**src/rtl/mux4_rr_arbiter_if.sv**
```systemverilog
// Bus bundle between four requesters, the round-robin arbiter and the shared downstream consumer.
interface mux4_rr_arbiter_if #(
  parameter int DW = 8
);
  logic [3:0]      req_valid;
  logic [4*DW-1:0] req_data;
  logic [3:0]      req_ready;
  logic            out_valid;
  logic            out_ready;
  logic [DW-1:0]   out_data;
  logic [1:0]      sel;
  logic [3:0]      grant;

  // Arbiter side
  modport slave (
    input  req_valid, req_data, out_ready,
    output req_ready, out_valid, out_data, sel, grant
  );

  // Requesters plus consumer side
  modport master (
    output req_valid, req_data, out_ready,
    input  req_ready, out_valid, out_data, sel, grant
  );
endinterface

```
**src/rtl/mux4_rr_arbiter.sv**
```systemverilog
// Round-robin 4:1 arbiter feeding a one-deep registered output stage.
// Optional macro ARB_HOLD_EN lets a winner keep priority for up to MAX_HOLD consecutive beats.
module mux4_rr_arbiter #(
  parameter int DW       = 8,
  parameter int MAX_HOLD = 4
) (
  input logic              clk,
  input logic              rst_n,
  mux4_rr_arbiter_if.slave bus
);

  typedef enum logic {ST_EMPTY = 1'b0, ST_FULL = 1'b1} state_e;

  state_e        state_q, state_d;
  logic [DW-1:0] data_q, data_d;
  logic [1:0]    sel_q, sel_d;
  logic [3:0]    grant_q, grant_d;
  logic [1:0]    last_q, last_d;
  logic          load_en_s;
  logic          any_s;
  logic          xfer_s;
  logic [1:0]    win_s;
  logic [3:0]    ready_s;

  if (MAX_HOLD < 1 || MAX_HOLD > 15) begin : g_max_hold_range
    $error("MAX_HOLD must lie in 1..15");
  end

  // Search for the first valid requester starting one past the last pointer.
  always_comb begin
    win_s = 2'd0;
    any_s = 1'b0;
    for (int k = 1; k <= 4; k++) begin
      if (!any_s && bus.req_valid[last_q + 2'(k)]) begin
        any_s = 1'b1;
        win_s = last_q + 2'(k);
      end else begin
        any_s = any_s;
      end
    end
  end

  assign load_en_s = (state_q == ST_EMPTY) || bus.out_ready;
  assign xfer_s    = load_en_s && any_s;
  assign ready_s   = xfer_s ? (4'b0001 << win_s) : 4'b0000;

`ifdef ARB_HOLD_EN
  logic [3:0] cnt_q, cnt_d;
  logic [1:0] held_s;
  logic [3:0] run_s;

  // While cnt_q is non-zero, last_q sits one below the held requester.
  assign held_s = last_q + 2'd1;
  assign run_s  = ((cnt_q != 4'd0) && (win_s == held_s)) ? (cnt_q + 4'd1) : 4'd1;

  // Pointer update: keep the winner on top until its run reaches MAX_HOLD.
  always_comb begin
    last_d = last_q;
    cnt_d  = cnt_q;
    if (xfer_s) begin
      if (run_s >= 4'(MAX_HOLD)) begin
        last_d = win_s;
        cnt_d  = 4'd0;
      end else begin
        last_d = win_s - 2'd1;
        cnt_d  = run_s;
      end
    end else if (load_en_s && (cnt_q != 4'd0)) begin
      last_d = held_s;
      cnt_d  = 4'd0;
    end else begin
      last_d = last_q;
      cnt_d  = cnt_q;
    end
  end

  // Hold run counter.
  always_ff @(posedge clk or negedge rst_n) begin
    if (!rst_n) begin
      cnt_q <= 4'd0;
    end else begin
      cnt_q <= cnt_d;
    end
  end
`else
  // Pointer update: rotate after every accepted beat.
  always_comb begin
    last_d = last_q;
    if (xfer_s) begin
      last_d = win_s;
    end else begin
      last_d = last_q;
    end
  end
`endif

  // Output stage next state: load on transfer, empty on drain, otherwise hold.
  always_comb begin
    state_d = state_q;
    data_d  = data_q;
    sel_d   = sel_q;
    grant_d = grant_q;
    case (state_q)
      ST_EMPTY: begin
        if (xfer_s) state_d = ST_FULL;
        else        state_d = ST_EMPTY;
      end
      ST_FULL: begin
        if (xfer_s)             state_d = ST_FULL;
        else if (bus.out_ready) state_d = ST_EMPTY;
        else                    state_d = ST_FULL;
      end
      default: state_d = ST_EMPTY;
    endcase
    if (xfer_s) begin
      data_d  = bus.req_data[int'(win_s)*DW +: DW];
      sel_d   = win_s;
      grant_d = 4'b0001 << win_s;
    end else if (state_d == ST_EMPTY) begin
      grant_d = 4'b0000;
    end else begin
      grant_d = grant_q;
    end
  end

  // State and output registers; reset restarts arbitration at requester 0.
  always_ff @(posedge clk or negedge rst_n) begin
    if (!rst_n) begin
      state_q <= ST_EMPTY;
      data_q  <= '0;
      sel_q   <= 2'b00;
      grant_q <= 4'b0000;
      last_q  <= 2'b11;
    end else begin
      state_q <= state_d;
      data_q  <= data_d;
      sel_q   <= sel_d;
      grant_q <= grant_d;
      last_q  <= last_d;
    end
  end

  assign bus.req_ready = ready_s;
  assign bus.out_valid = (state_q == ST_FULL);
  assign bus.out_data  = data_q;
  assign bus.sel       = sel_q;
  assign bus.grant     = grant_q;

endmodule

```
**src/flat_wrapper.sv**
```systemverilog
// flat-port wrapper written by rule: the top's interface ports become plain ports
module mux4_rr_arbiter_flat 
#(
  parameter int DW       = 8,
  parameter int MAX_HOLD = 4
)
  (clk, rst_n, bus_req_valid, bus_req_data, bus_out_ready, bus_req_ready, bus_out_valid, bus_out_data, bus_sel, bus_grant);
  mux4_rr_arbiter_if #(.DW(DW)) bus_i ();
  input logic clk;
  input logic rst_n;
  input wire logic [$bits(bus_i.req_valid)-1:0] bus_req_valid;
  input wire logic [$bits(bus_i.req_data)-1:0] bus_req_data;
  input wire logic [$bits(bus_i.out_ready)-1:0] bus_out_ready;
  output wire logic [$bits(bus_i.req_ready)-1:0] bus_req_ready;
  output wire logic [$bits(bus_i.out_valid)-1:0] bus_out_valid;
  output wire logic [$bits(bus_i.out_data)-1:0] bus_out_data;
  output wire logic [$bits(bus_i.sel)-1:0] bus_sel;
  output wire logic [$bits(bus_i.grant)-1:0] bus_grant;
  assign bus_i.req_valid = bus_req_valid;
  assign bus_i.req_data = bus_req_data;
  assign bus_i.out_ready = bus_out_ready;
  assign bus_req_ready = bus_i.req_ready;
  assign bus_out_valid = bus_i.out_valid;
  assign bus_out_data = bus_i.out_data;
  assign bus_sel = bus_i.sel;
  assign bus_grant = bus_i.grant;
  mux4_rr_arbiter #(.DW(DW), .MAX_HOLD(MAX_HOLD)) u_core (.clk(clk), .rst_n(rst_n), .bus(bus_i));
endmodule
```
**config.mk**
```make
export PLATFORM = sky130hd
export DESIGN_NAME = mux4_rr_arbiter_flat
export DESIGN_NICKNAME = d
export VERILOG_FILES = /design/src/rtl/mux4_rr_arbiter_if.sv /design/src/rtl/mux4_rr_arbiter.sv /design/src/flat_wrapper.sv
export SDC_FILE = /design/constraint.sdc
export NUM_CORES = 1
export LEC_CHECK = 0
export ABC_AREA = 1
export BUFFER_PORTS_ARGS = -buffer_cell sky130_fd_sc_hd__buf_4
export CORE_AREA = 2 2 66 53
export DETAILED_ROUTE_END_ITERATION = 7
export DIE_AREA = 0 0 68 55
export PLACE_DENSITY = 0.68
export SLEW_MARGIN = 20
export SYNTH_ARGS = -nofsm -noshare
export SYNTH_HDL_FRONTEND = slang
export SYNTH_SLANG_ARGS = --single-unit
```
**constraint.sdc**
```tcl
create_clock -name clk -period 4.8 [get_ports clk]
set_input_delay 0.72 -clock clk [delete_from_list [all_inputs] [get_ports clk]]
set_output_delay 0.72 -clock clk [all_outputs]
set_load 0.1 [all_outputs]
```
==> impl_summary.log, run 1 <==
INFO  metric hpwlAfterDp = 2.591 mm
INFO  metric coreArea = 3108 um2
INFO  metric ys_seq_area_share = 34.58%
INFO  metric htree_levels = 1
INFO  metric post-route-period-util = 73.45%
INFO  metric drt-total-wl = 3.386 mm
INFO  metric critical_path.endpoint_type = primary output
INFO  metric slew_headroom = 62.05%
INFO  metric drt-initial-drc-count = 65
INFO  metric grt_start_max_net_pins = 19
INFO  metric cts-root-buf = sky130_fd_sc_hd__clkbuf_8
INFO  metric yosys_warnings = 0
INFO  metric largest_family_of_logic_cells_by_synthesized_area = simple AND/OR/NAND/NOR gates
INFO  metric initial_cell_density_of_the_core = 39.81%
INFO  metric gate_count_of_the_mapped_netlist = 181
INFO  metric areaGrowthSynthToFinish = 37.71%
INFO  metric route.detailed.drc = 0
INFO  metric rows = 18
INFO  metric die_width = 68 um
INFO  metric grt_setup_unrepaired = no
INFO  metric regArea = 427.9 um2
INFO  metric setup_tns = 0 ns
INFO  metric portion_of_netlist_area_occupied_by_mux_cells = 0%
INFO  metric cp_data_arrival_time = 2.81 ns
INFO  metric synthesis.area = 1237 um2
INFO  metric worstPathMaxFanout = 18
INFO  metric synth-compound-area-share = 4.146%
INFO  metric synth_nets = 220
INFO  metric multiInputGateArea = 694.4 um2
INFO  metric layout.filler_cells = 318
INFO  metric drt-vias-per-instance = 5.062
INFO  metric synth_xor_area_share = 0%
INFO  metric finalCriticalPeriod = 3.526 ns
INFO  metric post_cts_resized = 0
INFO  metric cap_viol_max_count = 0
INFO  metric detail-route-antenna-nets = 0
INFO  metric cp.required = 4.08 ns
INFO  metric skew = 0.001625 ns
INFO  metric yosys.area_share.simple = 51.97%
INFO  metric ios = 58
INFO  metric hold_path_class = input pin to async pin
INFO  metric nets = 273
INFO  metric layout-drive-gt1-share = 34.33%
INFO  metric status = finished clean
INFO  metric adder_cell_share_of_the_synthesized_area = 0%
INFO  metric path_class = register to primary output
INFO  metric port-buffer-count = 57
INFO  metric total_grt_usage = 19.22%
INFO  metric cts_num_sinks = 17
INFO  metric max_freq = 283.6 MHz
INFO  metric final_estimated_routing_congestion_in_global_placement = 0.8924
INFO  metric wire_per_inst = 12.40 um
INFO  metric cts_tree = yes
INFO  metric overflow = 0
INFO  metric synth-seq-cells = 17
INFO  metric post_cts_hold_buffer_count = 0
INFO  metric grt_pass1_wl = 5.430 mm
INFO  metric count_of_different_cell_masters_after_synthesis = 23
INFO  metric setup_viol = 0
INFO  metric detailedRoute.firstPassIterationCount = 4
INFO  metric grt_pass1_vias = 1,210
INFO  metric worstSkewPairLatency = 0.25 ns
INFO  metric cts_setup_buffers = 0
INFO  metric die_height = 55 um
INFO  metric hold_viol_final = 0
INFO  metric diodes = 0
INFO  metric die-area = 3740 um2
INFO  metric slew_viol_final = 0
INFO  metric number_of_buffers_added_by_the_clock_tree_synthesis_step = 3
INFO  metric synth.avg_cell_area = 6.837 um2
INFO  metric critPathLaunchType = register
INFO  metric grt_antenna_before_repair = 0
INFO  metric worst-slew-pin-transition = 0.5677 ns
INFO  metric num_vias = 1,382
INFO  metric clk_transition_reported_paths = 0.07 ns
INFO  metric clk_path_buf_depth = 2
[sequential cells by signal, indices dropped and copies added (netlist names)]
register / count
u_core.bus.grant: 4
u_core.bus.out_data: 8
u_core.bus.out_valid: 1
u_core.bus.sel: 2
u_core.last_q: 2
[stage by stage]
step           hold slack, ns  setup slack [ns]  std cells  util (%)  area, um2
6_report               0.3197             1.274        273     54.83       1704
5_1_grt                0.3326             1.017        273     54.83       1704
4_1_cts                0.3277             1.259        273     54.83       1704
3_5_place_dp           0.4694             1.399        269     53.26       1655
3_3_place_gp           0.4640             1.453        269     53.26       1655
2_1_floorplan          0.4244             1.210        181         -       1237
[final cells by class]
cell class              instances  area share (%)
multi-input cells             141           40.75
flip-flops and latches         17           25.11
repair buffers                 57           25.11
inverters                      14           3.231
well taps                      40           2.937
clock buffers                   3           2.423
clock inverters                 1          0.4405
[Yosys cell counts]
library cell / instances / area [um2]
sky130_fd_sc_hd__a31oi_1: 1 / 6.260
sky130_fd_sc_hd__buf_2: 6 / 30.03
sky130_fd_sc_hd__buf_4: 1 / 7.510
sky130_fd_sc_hd__buf_6: 2 / 22.52
sky130_fd_sc_hd__clkinv_1: 1 / 3.750
sky130_fd_sc_hd__dfrtp_1: 15 / 375.4
sky130_fd_sc_hd__dfstp_2: 2 / 52.55
sky130_fd_sc_hd__inv_1: 9 / 33.78
sky130_fd_sc_hd__inv_2: 3 / 11.26
sky130_fd_sc_hd__inv_4: 1 / 6.260
sky130_fd_sc_hd__nand2_1: 67 / 251.5
sky130_fd_sc_hd__nand2_2: 6 / 37.54
sky130_fd_sc_hd__nand3_1: 30 / 150.1
sky130_fd_sc_hd__nand3_2: 2 / 20.02
sky130_fd_sc_hd__nand3_4: 2 / 35.03
sky130_fd_sc_hd__nand4_1: 17 / 106.4
sky130_fd_sc_hd__nor2_1: 5 / 18.77
sky130_fd_sc_hd__nor2_2: 1 / 6.260
sky130_fd_sc_hd__nor2_4: 1 / 11.26
sky130_fd_sc_hd__o21ai_0: 1 / 5.000
sky130_fd_sc_hd__o21ai_1: 3 / 15.01
sky130_fd_sc_hd__o22ai_1: 4 / 25.02
sky130_fd_sc_hd__or2_2: 1 / 6.260
[worst max-delay path: stages (launching register included)]
cell and delay, ns:
sky130_fd_sc_hd__dfstp_2 0.64, sky130_fd_sc_hd__nand2_1 0.09, sky130_fd_sc_hd__nand2_2 0.10, sky130_fd_sc_hd__nand2_1 0.06
sky130_fd_sc_hd__nand2_2 0.09, sky130_fd_sc_hd__clkinv_1 0.12, sky130_fd_sc_hd__nand3_4 0.23, sky130_fd_sc_hd__nand2_1 0.31
sky130_fd_sc_hd__inv_2 0.29, sky130_fd_sc_hd__nand3_2 0.16, sky130_fd_sc_hd__nor2_1 0.13, sky130_fd_sc_hd__buf_4 0.31
[final timing paths]
kind / cells after the start / to / slack [ns] / startpoint
worst min register to register: 2 / u_core.bus.out_data[3] / 0.49 / u_core.bus.out_data[3]
worst max register to register: 11 / u_core.bus.grant[2] / 2.37 / u_core.last_q[0]
min in group clk: 2 / u_core.bus.out_data[3] / 0.49 / u_core.bus.out_data[3]
worst max-delay path: 11 / bus_req_ready[1] / 1.27 / u_core.last_q[0]
worst min-delay path: 1 / u_core.bus.out_data[6] / 0.32 / rst_n
max in group asynchronous: 1 / u_core.last_q[0] / 4.23 / rst_n
[placed cells by master (no fill, tap or decap)]
| master | netlist | layout |
|---|---|---|
| sky130_fd_sc_hd__inv_1 | 9 | 9 |
| sky130_fd_sc_hd__nand2_2 | 6 | 6 |
| sky130_fd_sc_hd__nand3_2 | 2 | 2 |
| sky130_fd_sc_hd__nand4_1 | 17 | 17 |
| sky130_fd_sc_hd__inv_4 | 1 | 1 |
| sky130_fd_sc_hd__buf_4 | 1 | 57 |
| sky130_fd_sc_hd__nand2_1 | 67 | 67 |
| sky130_fd_sc_hd__clkbuf_8 | 0 | 3 |
| sky130_fd_sc_hd__o22ai_1 | 4 | 4 |
| sky130_fd_sc_hd__dfstp_2 | 2 | 2 |
| sky130_fd_sc_hd__o21ai_1 | 3 | 3 |
| sky130_fd_sc_hd__or2_2 | 1 | 1 |
| sky130_fd_sc_hd__a31oi_1 | 1 | 1 |
| sky130_fd_sc_hd__inv_2 | 3 | 3 |
| sky130_fd_sc_hd__o21ai_0 | 1 | 1 |
| sky130_fd_sc_hd__nor2_1 | 5 | 5 |
| sky130_fd_sc_hd__nand3_4 | 2 | 2 |
| sky130_fd_sc_hd__nor2_2 | 1 | 1 |
| sky130_fd_sc_hd__clkinvlp_4 | 0 | 1 |
| sky130_fd_sc_hd__clkinv_1 | 1 | 1 |
| sky130_fd_sc_hd__dfrtp_1 | 15 | 15 |
| sky130_fd_sc_hd__nor2_4 | 1 | 1 |
| sky130_fd_sc_hd__nand3_1 | 30 | 30 |
[logic make-up (layout without fill, tap and decap cells)]
family / count (synthesis) / count (layout)
AND/OR/NAND/NOR: 132 / 132
AO/OA/AOI/OAI: 9 / 9
flip-flops: 17 / 17
buffers and inverters: 23 / 75
[layer usage]
metal	vias to the layer above	part of all wire, %	track usage [%]
met3	2	6.6	4.656
met4	0	0.62	3.000
met2	44	45	29.29
li1	709	-	-
met5	-	0	0
met1	627	48	28.12
Power of run 1 is left out: the tool's default activity adds up to more than one toggle a clock period on the data nets, which glitch-free logic cannot reach.
==> inputs of run 2 (changes only) <==
--- a/config.mk
+++ b/config.mk
@@ -5,11 +5,11 @@
 export SDC_FILE = /design/constraint.sdc
 export NUM_CORES = 1
 export LEC_CHECK = 0
-export ABC_AREA = 1
+export ABC_AREA = 0
 export BUFFER_PORTS_ARGS = -buffer_cell sky130_fd_sc_hd__buf_4
-export CORE_AREA = 2 2 66 53
+export CORE_AREA = 2 2 64 51
 export DETAILED_ROUTE_END_ITERATION = 7
-export DIE_AREA = 0 0 68 55
+export DIE_AREA = 0 0 66 53
 export PLACE_DENSITY = 0.68
 export SLEW_MARGIN = 20
 export SYNTH_ARGS = -nofsm -noshare
==> constraint.sdc (replaced) <==
create_clock -name clk -period 2.9 [get_ports clk]
set_input_delay 0.435 -clock clk [delete_from_list [all_inputs] [get_ports clk]]
set_output_delay 0.435 -clock clk [all_outputs]
set_load 0.1 [all_outputs]
==> impl_summary.log, run 2 <==
INFO  metric netSwitchingFraction = 55.21%
INFO  metric grt_setup_unrepaired = no
INFO  metric number_of_buffers_added_by_the_clock_tree_synthesis_step = 3
INFO  metric drt-vias-per-instance = 5.187
INFO  metric drt-initial-drc-count = 70
INFO  metric power_per_cell_area = 859.8 nW/um2
INFO  metric grt_start_max_net_pins = 18
INFO  metric ys_top_cells_by_count = 16 x sky130_fd_sc_hd__a211oi_1, 15 x sky130_fd_sc_hd__dfrtp_1, 14 x sky130_fd_sc_hd__nand2_1, 14 x sky130_fd_sc_hd__nor2_1, 10 x sky130_fd_sc_hd__mux2i_1
INFO  metric post_cts_resized = 0
INFO  metric cts-root-buf = sky130_fd_sc_hd__clkbuf_8
INFO  metric layout-drive-gt1-share = 43.27%
INFO  metric synth_nets = 153
INFO  metric hold_path_class = input pin to async pin
INFO  metric skew = 0.003889 ns
INFO  metric coreArea = 2850 um2
INFO  metric final_estimated_routing_congestion_in_global_placement = 0.8951
INFO  metric total_grt_usage = 16.88%
INFO  metric setup_viol = 0
INFO  metric seq_power_share = 26.1%
INFO  metric power.leakage = 0.0007644 uW
INFO  metric placed_cell_area = 1511 um2
INFO  metric cp.required = 2.47 ns
INFO  metric die_width = 66 um
INFO  metric max_freq = 368.0 MHz
INFO  metric synth-seq-cells = 17
INFO  metric largest_reg_flops = 8
INFO  metric ys_seq_area_share = 40.52%
INFO  metric detailedRoute.firstPassIterationCount = 5
INFO  metric status = finished clean
INFO  metric worstPathMaxFanout = 11
INFO  metric rows = 17
INFO  metric synth_top_area_share = 35.55%
INFO  metric combPwrFrac = 61.0%
INFO  metric count_of_different_cell_masters_after_synthesis = 30
INFO  metric grt_antenna_before_repair = 0
INFO  metric nets = 211
INFO  metric synth_area_leaders = sky130_fd_sc_hd__dfrtp_1 36%, sky130_fd_sc_hd__a211oi_1 11%, sky130_fd_sc_hd__mux2i_1 9.5%
INFO  metric post_cts_hold_buffer_count = 0
INFO  metric die_height = 53 um
INFO  metric post-route-period-util = 93.71%
INFO  metric critical_path.endpoint_type = primary output
INFO  metric htree_levels = 1
INFO  metric ios = 58
INFO  metric worstSkewPairLatency = 0.25 ns
INFO  metric finalCriticalPeriod = 2.717 ns
INFO  metric synthesis.area = 1056 um2
INFO  metric clk_transition_reported_paths = 0.06 ns
INFO  metric areaGrowthSynthToFinish = 47.39%
INFO  metric grt_pass1_wl = 4.360 mm
INFO  metric detail-route-antenna-nets = 0
INFO  metric layout_common_cells = 58 x sky130_fd_sc_hd__buf_4, 16 x sky130_fd_sc_hd__a211oi_1, 15 x sky130_fd_sc_hd__dfrtp_1, 14 x sky130_fd_sc_hd__nand2_1, 12 x sky130_fd_sc_hd__nor2_1
INFO  metric wire_per_inst = 13.34 um
INFO  metric leading_cell_type_in_the_layout_fill_and_taps_excluded = sky130_fd_sc_hd__buf_4
INFO  metric initial_cell_density_of_the_core = 37.05%
INFO  metric cts_tree = yes
INFO  metric worst-r2r-cell-count = 6
INFO  metric diodes = 0
INFO  metric cts_num_sinks = 17
INFO  metric clk_path_buf_depth = 2
INFO  metric drt-total-wl = 2.788 mm
INFO  metric pre_cts_slack = 0.4086 ns
INFO  metric critPathLaunchType = register
INFO  metric layout_setup_ws = 0.1825 ns
INFO  metric synth.avg_cell_area = 9.263 um2
INFO  metric num_vias = 1,084
INFO  metric slew_viol_final = 0
INFO  metric hold_viol_final = 0
INFO  metric clock_network_fraction_of_design_power = 13.0%
INFO  metric setup_tns = 0 ns
INFO  metric hpwlAfterDp = 2.277 mm
INFO  metric cp_data_arrival_time = 2.28 ns
INFO  metric die-area = 3498 um2
INFO  metric synthFlopType = sky130_fd_sc_hd__dfrtp_1
INFO  metric cap_viol_max_count = 0
INFO  metric gate_count_of_the_mapped_netlist = 114
INFO  metric grt_pass1_vias = 983
INFO  metric overflow = 0
INFO  metric path_class = register to primary output
INFO  metric port-buffer-count = 57
INFO  metric fin_hold_ws = 0.03541 ns
INFO  metric slew_headroom = 35.55%
INFO  metric netlist.top_cell.by_area = sky130_fd_sc_hd__dfrtp_1
INFO  metric route.detailed.drc = 0
INFO  metric synthArstFlopShare = 100.0%
INFO  metric final_area = 1556 um2
INFO  metric synth_enable_flop_cells = 0
INFO  metric yosys.cell_count.top_type = sky130_fd_sc_hd__a211oi_1
INFO  metric yosys_warnings = 0
INFO  metric switching_power = 738.9 uW
INFO  metric cell_internal_power = 599.4 uW
INFO  metric max-vdd-ir-drop = 0.0004418 V
INFO  metric worst-slew-pin-transition = 0.9615 ns
INFO  metric cts_setup_buffers = 0
run 2: kinds of logic (layout without fill, tap and decap cells):
family          after synthesis  count (layout)  share of synthesized area [%]
buf+inv                       5              62                          3.316
mux                          10              10                          9.479
compound gates               29              29                          22.28
flops                        17              17                          40.52
simple gates                 53              53                          24.41
run 2: path summary, 6_finish.rpt:
check / endpoint / slack [ns] / from
worst max-delay path: bus_req_ready[3] / 0.18 / u_core.last_q[1]
min in group clk: u_core.bus.grant[2] / 0.48 / u_core.bus.grant[2]
max in group asynchronous: u_core.last_q[0] / 2.61 / rst_n
worst max register to register: u_core.bus.out_data[5] / 0.60 / u_core.bus.out_valid
worst min register to register: u_core.bus.grant[2] / 0.48 / u_core.bus.grant[2]
worst min-delay path: u_core.bus.grant[2] / 0.04 / rst_n
run 2: final cells by class:
type                       instances  area (um2)
clock buffer                       4       45.04
fill                             282        1294
multi-input combinational         92       600.6
sequential                        17       427.9
tap                               38       47.55
timing repair buffer              58       435.4
run 2: per-layer routing:
layer  wire (um)  GRT usage [%]  up-vias
li1            -              -      529
met1        1238          22.55      487
met2        1195          24.92       62
met3         294          6.170        6
met4          61          6.463        0
met5           0              0        -
run 2: worst max-delay path, cell delays in order (launching register included):
cell and delay, ns:
sky130_fd_sc_hd__dfstp_2 0.61, sky130_fd_sc_hd__mux2i_1 0.23, sky130_fd_sc_hd__nor2_2 0.12, sky130_fd_sc_hd__nor3_2 0.74, sky130_fd_sc_hd__nor2_2 0.06, sky130_fd_sc_hd__buf_4 0.27
run 2: stage by stage:
| stage | cells | utilization [%] | total power (uW) |
|---|---|---|---|
| after floorplan | 114 | - | 984.3 |
| after global placement | 205 | 53.03 | 1161 |
| after detailed placement | 205 | 53.03 | 1171 |
| after CTS | 209 | 54.61 | 1345 |
| after global routing | 209 | 54.61 | 1399 |
| final | 209 | 54.61 | 1338 |
run 2: power by group through the flow:
| stage | registers, uW | logic, uW | clock network [uW] |
|---|---|---|---|
| 2_1_floorplan | 732 | 252 | 0 |
| 3_3_place_gp | 349 | 812 | 0 |
| 3_5_place_dp | 351 | 821 | 0 |
| 4_1_cts | 348 | 820 | 177 |
| 5_1_grt | 356 | 852 | 191 |
| 6_report | 349 | 816 | 173 |
Power figures use the tool's default switching activity.
==> inputs of run 3 (changes only) <==
--- a/config.mk
+++ b/config.mk
@@ -6,7 +6,7 @@
 export NUM_CORES = 1
 export LEC_CHECK = 0
 export ABC_AREA = 0
-export BUFFER_PORTS_ARGS = -buffer_cell sky130_fd_sc_hd__buf_4
+export BUFFER_PORTS_ARGS = -buffer_cell sky130_fd_sc_hd__buf_2
 export CORE_AREA = 2 2 64 51
 export DETAILED_ROUTE_END_ITERATION = 7
 export DIE_AREA = 0 0 66 53
==> constraint.sdc (replaced) <==
create_clock -name clk -period 2.9 [get_ports clk]
set_input_delay 0.29 -clock clk [delete_from_list [all_inputs] [get_ports clk]]
set_output_delay 0.29 -clock clk [all_outputs]
set_load 0.1 [all_outputs]
==> impl_summary.log, run 3 (synthesis results as in run 2) <==
INFO  metric drt-vias-per-instance = 5.124
INFO  metric grt_antenna_before_repair = 0
INFO  metric cts-root-buf = sky130_fd_sc_hd__clkbuf_8
INFO  metric clk_transition_reported_paths = 0.06 ns
INFO  metric port-buffer-count = 57
INFO  metric placed_cell_area = 1399 um2
INFO  metric route.detailed.drc = 0
INFO  metric wire_per_inst = 13.22 um
INFO  metric nets = 212
INFO  metric diodes = 0
INFO  metric cts_tree = yes
INFO  metric cts_num_sinks = 17
INFO  metric worst-slew-pin-transition = 0.5634 ns
INFO  metric layout_setup_ws = 0.2397 ns
INFO  metric detailedRoute.firstPassIterationCount = 4
INFO  metric total_grt_usage = 16.67%
INFO  metric ios = 58
INFO  metric areaGrowthSynthToFinish = 38.03%
INFO  metric cap_viol_max_count = 0
INFO  metric rows = 17
INFO  metric grt_pass1_wl = 4.429 mm
INFO  metric detail-route-antenna-nets = 0
INFO  metric initial_cell_density_of_the_core = 37.05%
INFO  metric worstPathMaxFanout = 13
INFO  metric power.leakage = 0.0007314 uW
INFO  metric max-vdd-ir-drop = 0.0004037 V
INFO  metric finalCriticalPeriod = 2.660 ns
INFO  metric hold_path_class = input pin to register
INFO  metric die_width = 66 um
INFO  metric max_freq = 375.9 MHz
INFO  metric final_area = 1458 um2
INFO  metric skew = 0.001199 ns
INFO  metric hpwlAfterDp = 2.253 mm
INFO  metric clk_path_buf_depth = 2
INFO  metric htree_levels = 1
INFO  metric slew_headroom = 62.33%
INFO  metric power_per_cell_area = 891.8 nW/um2
INFO  metric post-route-period-util = 91.74%
INFO  metric largest_reg_flops = 8
INFO  metric die-area = 3498 um2
INFO  metric hold_viol_final = 0
INFO  metric grt_start_max_net_pins = 18
INFO  metric path_class = register to primary output
INFO  metric drt-initial-drc-count = 51
INFO  metric overflow = 0
INFO  metric number_of_buffers_added_by_the_clock_tree_synthesis_step = 3
INFO  metric leading_cell_type_in_the_layout_fill_and_taps_excluded = sky130_fd_sc_hd__buf_2
INFO  metric slew_viol_final = 0
INFO  metric regArea = 427.9 um2
INFO  metric layout-drive-gt1-share = 44.19%
INFO  metric layout.filler_cells = 269
INFO  metric grt_setup_unrepaired = no
INFO  metric drt-total-wl = 2.776 mm
INFO  metric cp_data_arrival_time = 2.37 ns
INFO  metric critPathLaunchType = register
INFO  metric grt_pass1_vias = 1,055
INFO  metric cp.required = 2.61 ns
INFO  metric placed_cells_incl_taps = 205
INFO  metric status = finished clean
INFO  metric layout_common_cells = 55 x sky130_fd_sc_hd__buf_2, 16 x sky130_fd_sc_hd__a211oi_1, 15 x sky130_fd_sc_hd__dfrtp_1, 14 x sky130_fd_sc_hd__nand2_1, 11 x sky130_fd_sc_hd__nor2_1
INFO  metric final-instance-count-excl-fill = 210
INFO  metric fin_hold_ws = 0.3728 ns
INFO  metric setup_viol = 0
INFO  metric die_height = 53 um
INFO  metric final_estimated_routing_congestion_in_global_placement = 0.8414
INFO  metric multiInputGateArea = 603.1 um2
INFO  metric coreArea = 2850 um2
INFO  metric setup_tns = 0 ns
INFO  metric num_vias = 1,076
INFO  metric pre_cts_slack = 0.2817 ns
INFO  metric cts_setup_buffers = 0
INFO  metric worstSkewPairLatency = 0.25 ns
INFO  metric critical_path.endpoint_type = primary output
-- run 3: cell count changes in the layout (fill, tap and decap cells not counted), sizes merged --
cell	delta
clkbuf	-1
clkinv	+1
dlygate4sd3	+1
-- run 3: where the power goes --
part	total (uW)	leakage, uW	internal [uW]	switching (uW)
Combinational	781	0.000512	162	619
Sequential	347	0.000194	302	44.5
Clock	172	0.0000255	95.2	77.2
-- run 3: layout make-up --
cell class / count / area share, %
Timing Repair Buffer: 59 / 22.83
Sequential cell: 17 / 29.36
Tap cell: 38 / 3.262
Clock inverter: 1 / 0.3433
Clock buffer: 3 / 2.833
Multi-Input combinational cell: 92 / 41.37
-- run 3: path summary, 6_finish.rpt --
path                                            from                     end  slack [ns]  cells after the start
worst max-delay path            u_core.bus.out_valid        bus_req_ready[2]        0.24                      5
worst min-delay path                bus_req_data[13]  u_core.bus.out_data[5]        0.37                      3
worst max register to register  u_core.bus.out_valid  u_core.bus.out_data[3]        0.69                      5
worst min register to register     u_core.bus.sel[1]       u_core.bus.sel[1]        0.48                      2
max in group asynchronous                      rst_n        u_core.last_q[0]        2.09                      2
min in group asynchronous                      rst_n     u_core.bus.grant[0]        0.50                      2
-- run 3: what timing repair did --
action                                  CTS  global route
endpoints found under the setup margin    0             2
gates resized for setup                   0             1
hold buffers                              1             0
endpoints found under the hold margin    15             0
-- run 3: metal layers --
| layer | up-vias | routed length [um] | GRT usage (%) | share of wire, % |
|---|---|---|---|---|
| met5 | - | 0 | 0 | 0 |
| met4 | 0 | 22 | 3.401 | 0.79 |
| met3 | 6 | 278 | 5.319 | 10 |
| met2 | 54 | 1248 | 28.96 | 45 |
| met1 | 486 | 1226 | 20.48 | 44 |
| li1 | 530 | - | - | - |
-- run 3: per-stage QoR --
step / power (uW) / utilization [%]
final: 1300 / 51.14
after global routing: 1361 / 51.14
after detailed placement: 1132 / 49.08
after CTS: 1308 / 51.05
after floorplan: 984.3 / -
after global placement: 1121 / 49.08
-- run 3: critical path, stage by stage, from the launching register on --
cell	delay (ns)
sky130_fd_sc_hd__dfrtp_1	0.37
sky130_fd_sc_hd__nor2b_1	0.20
sky130_fd_sc_hd__nor2_2	0.43
sky130_fd_sc_hd__nand4_1	0.55
sky130_fd_sc_hd__nor2_2	0.35
sky130_fd_sc_hd__buf_12	0.21
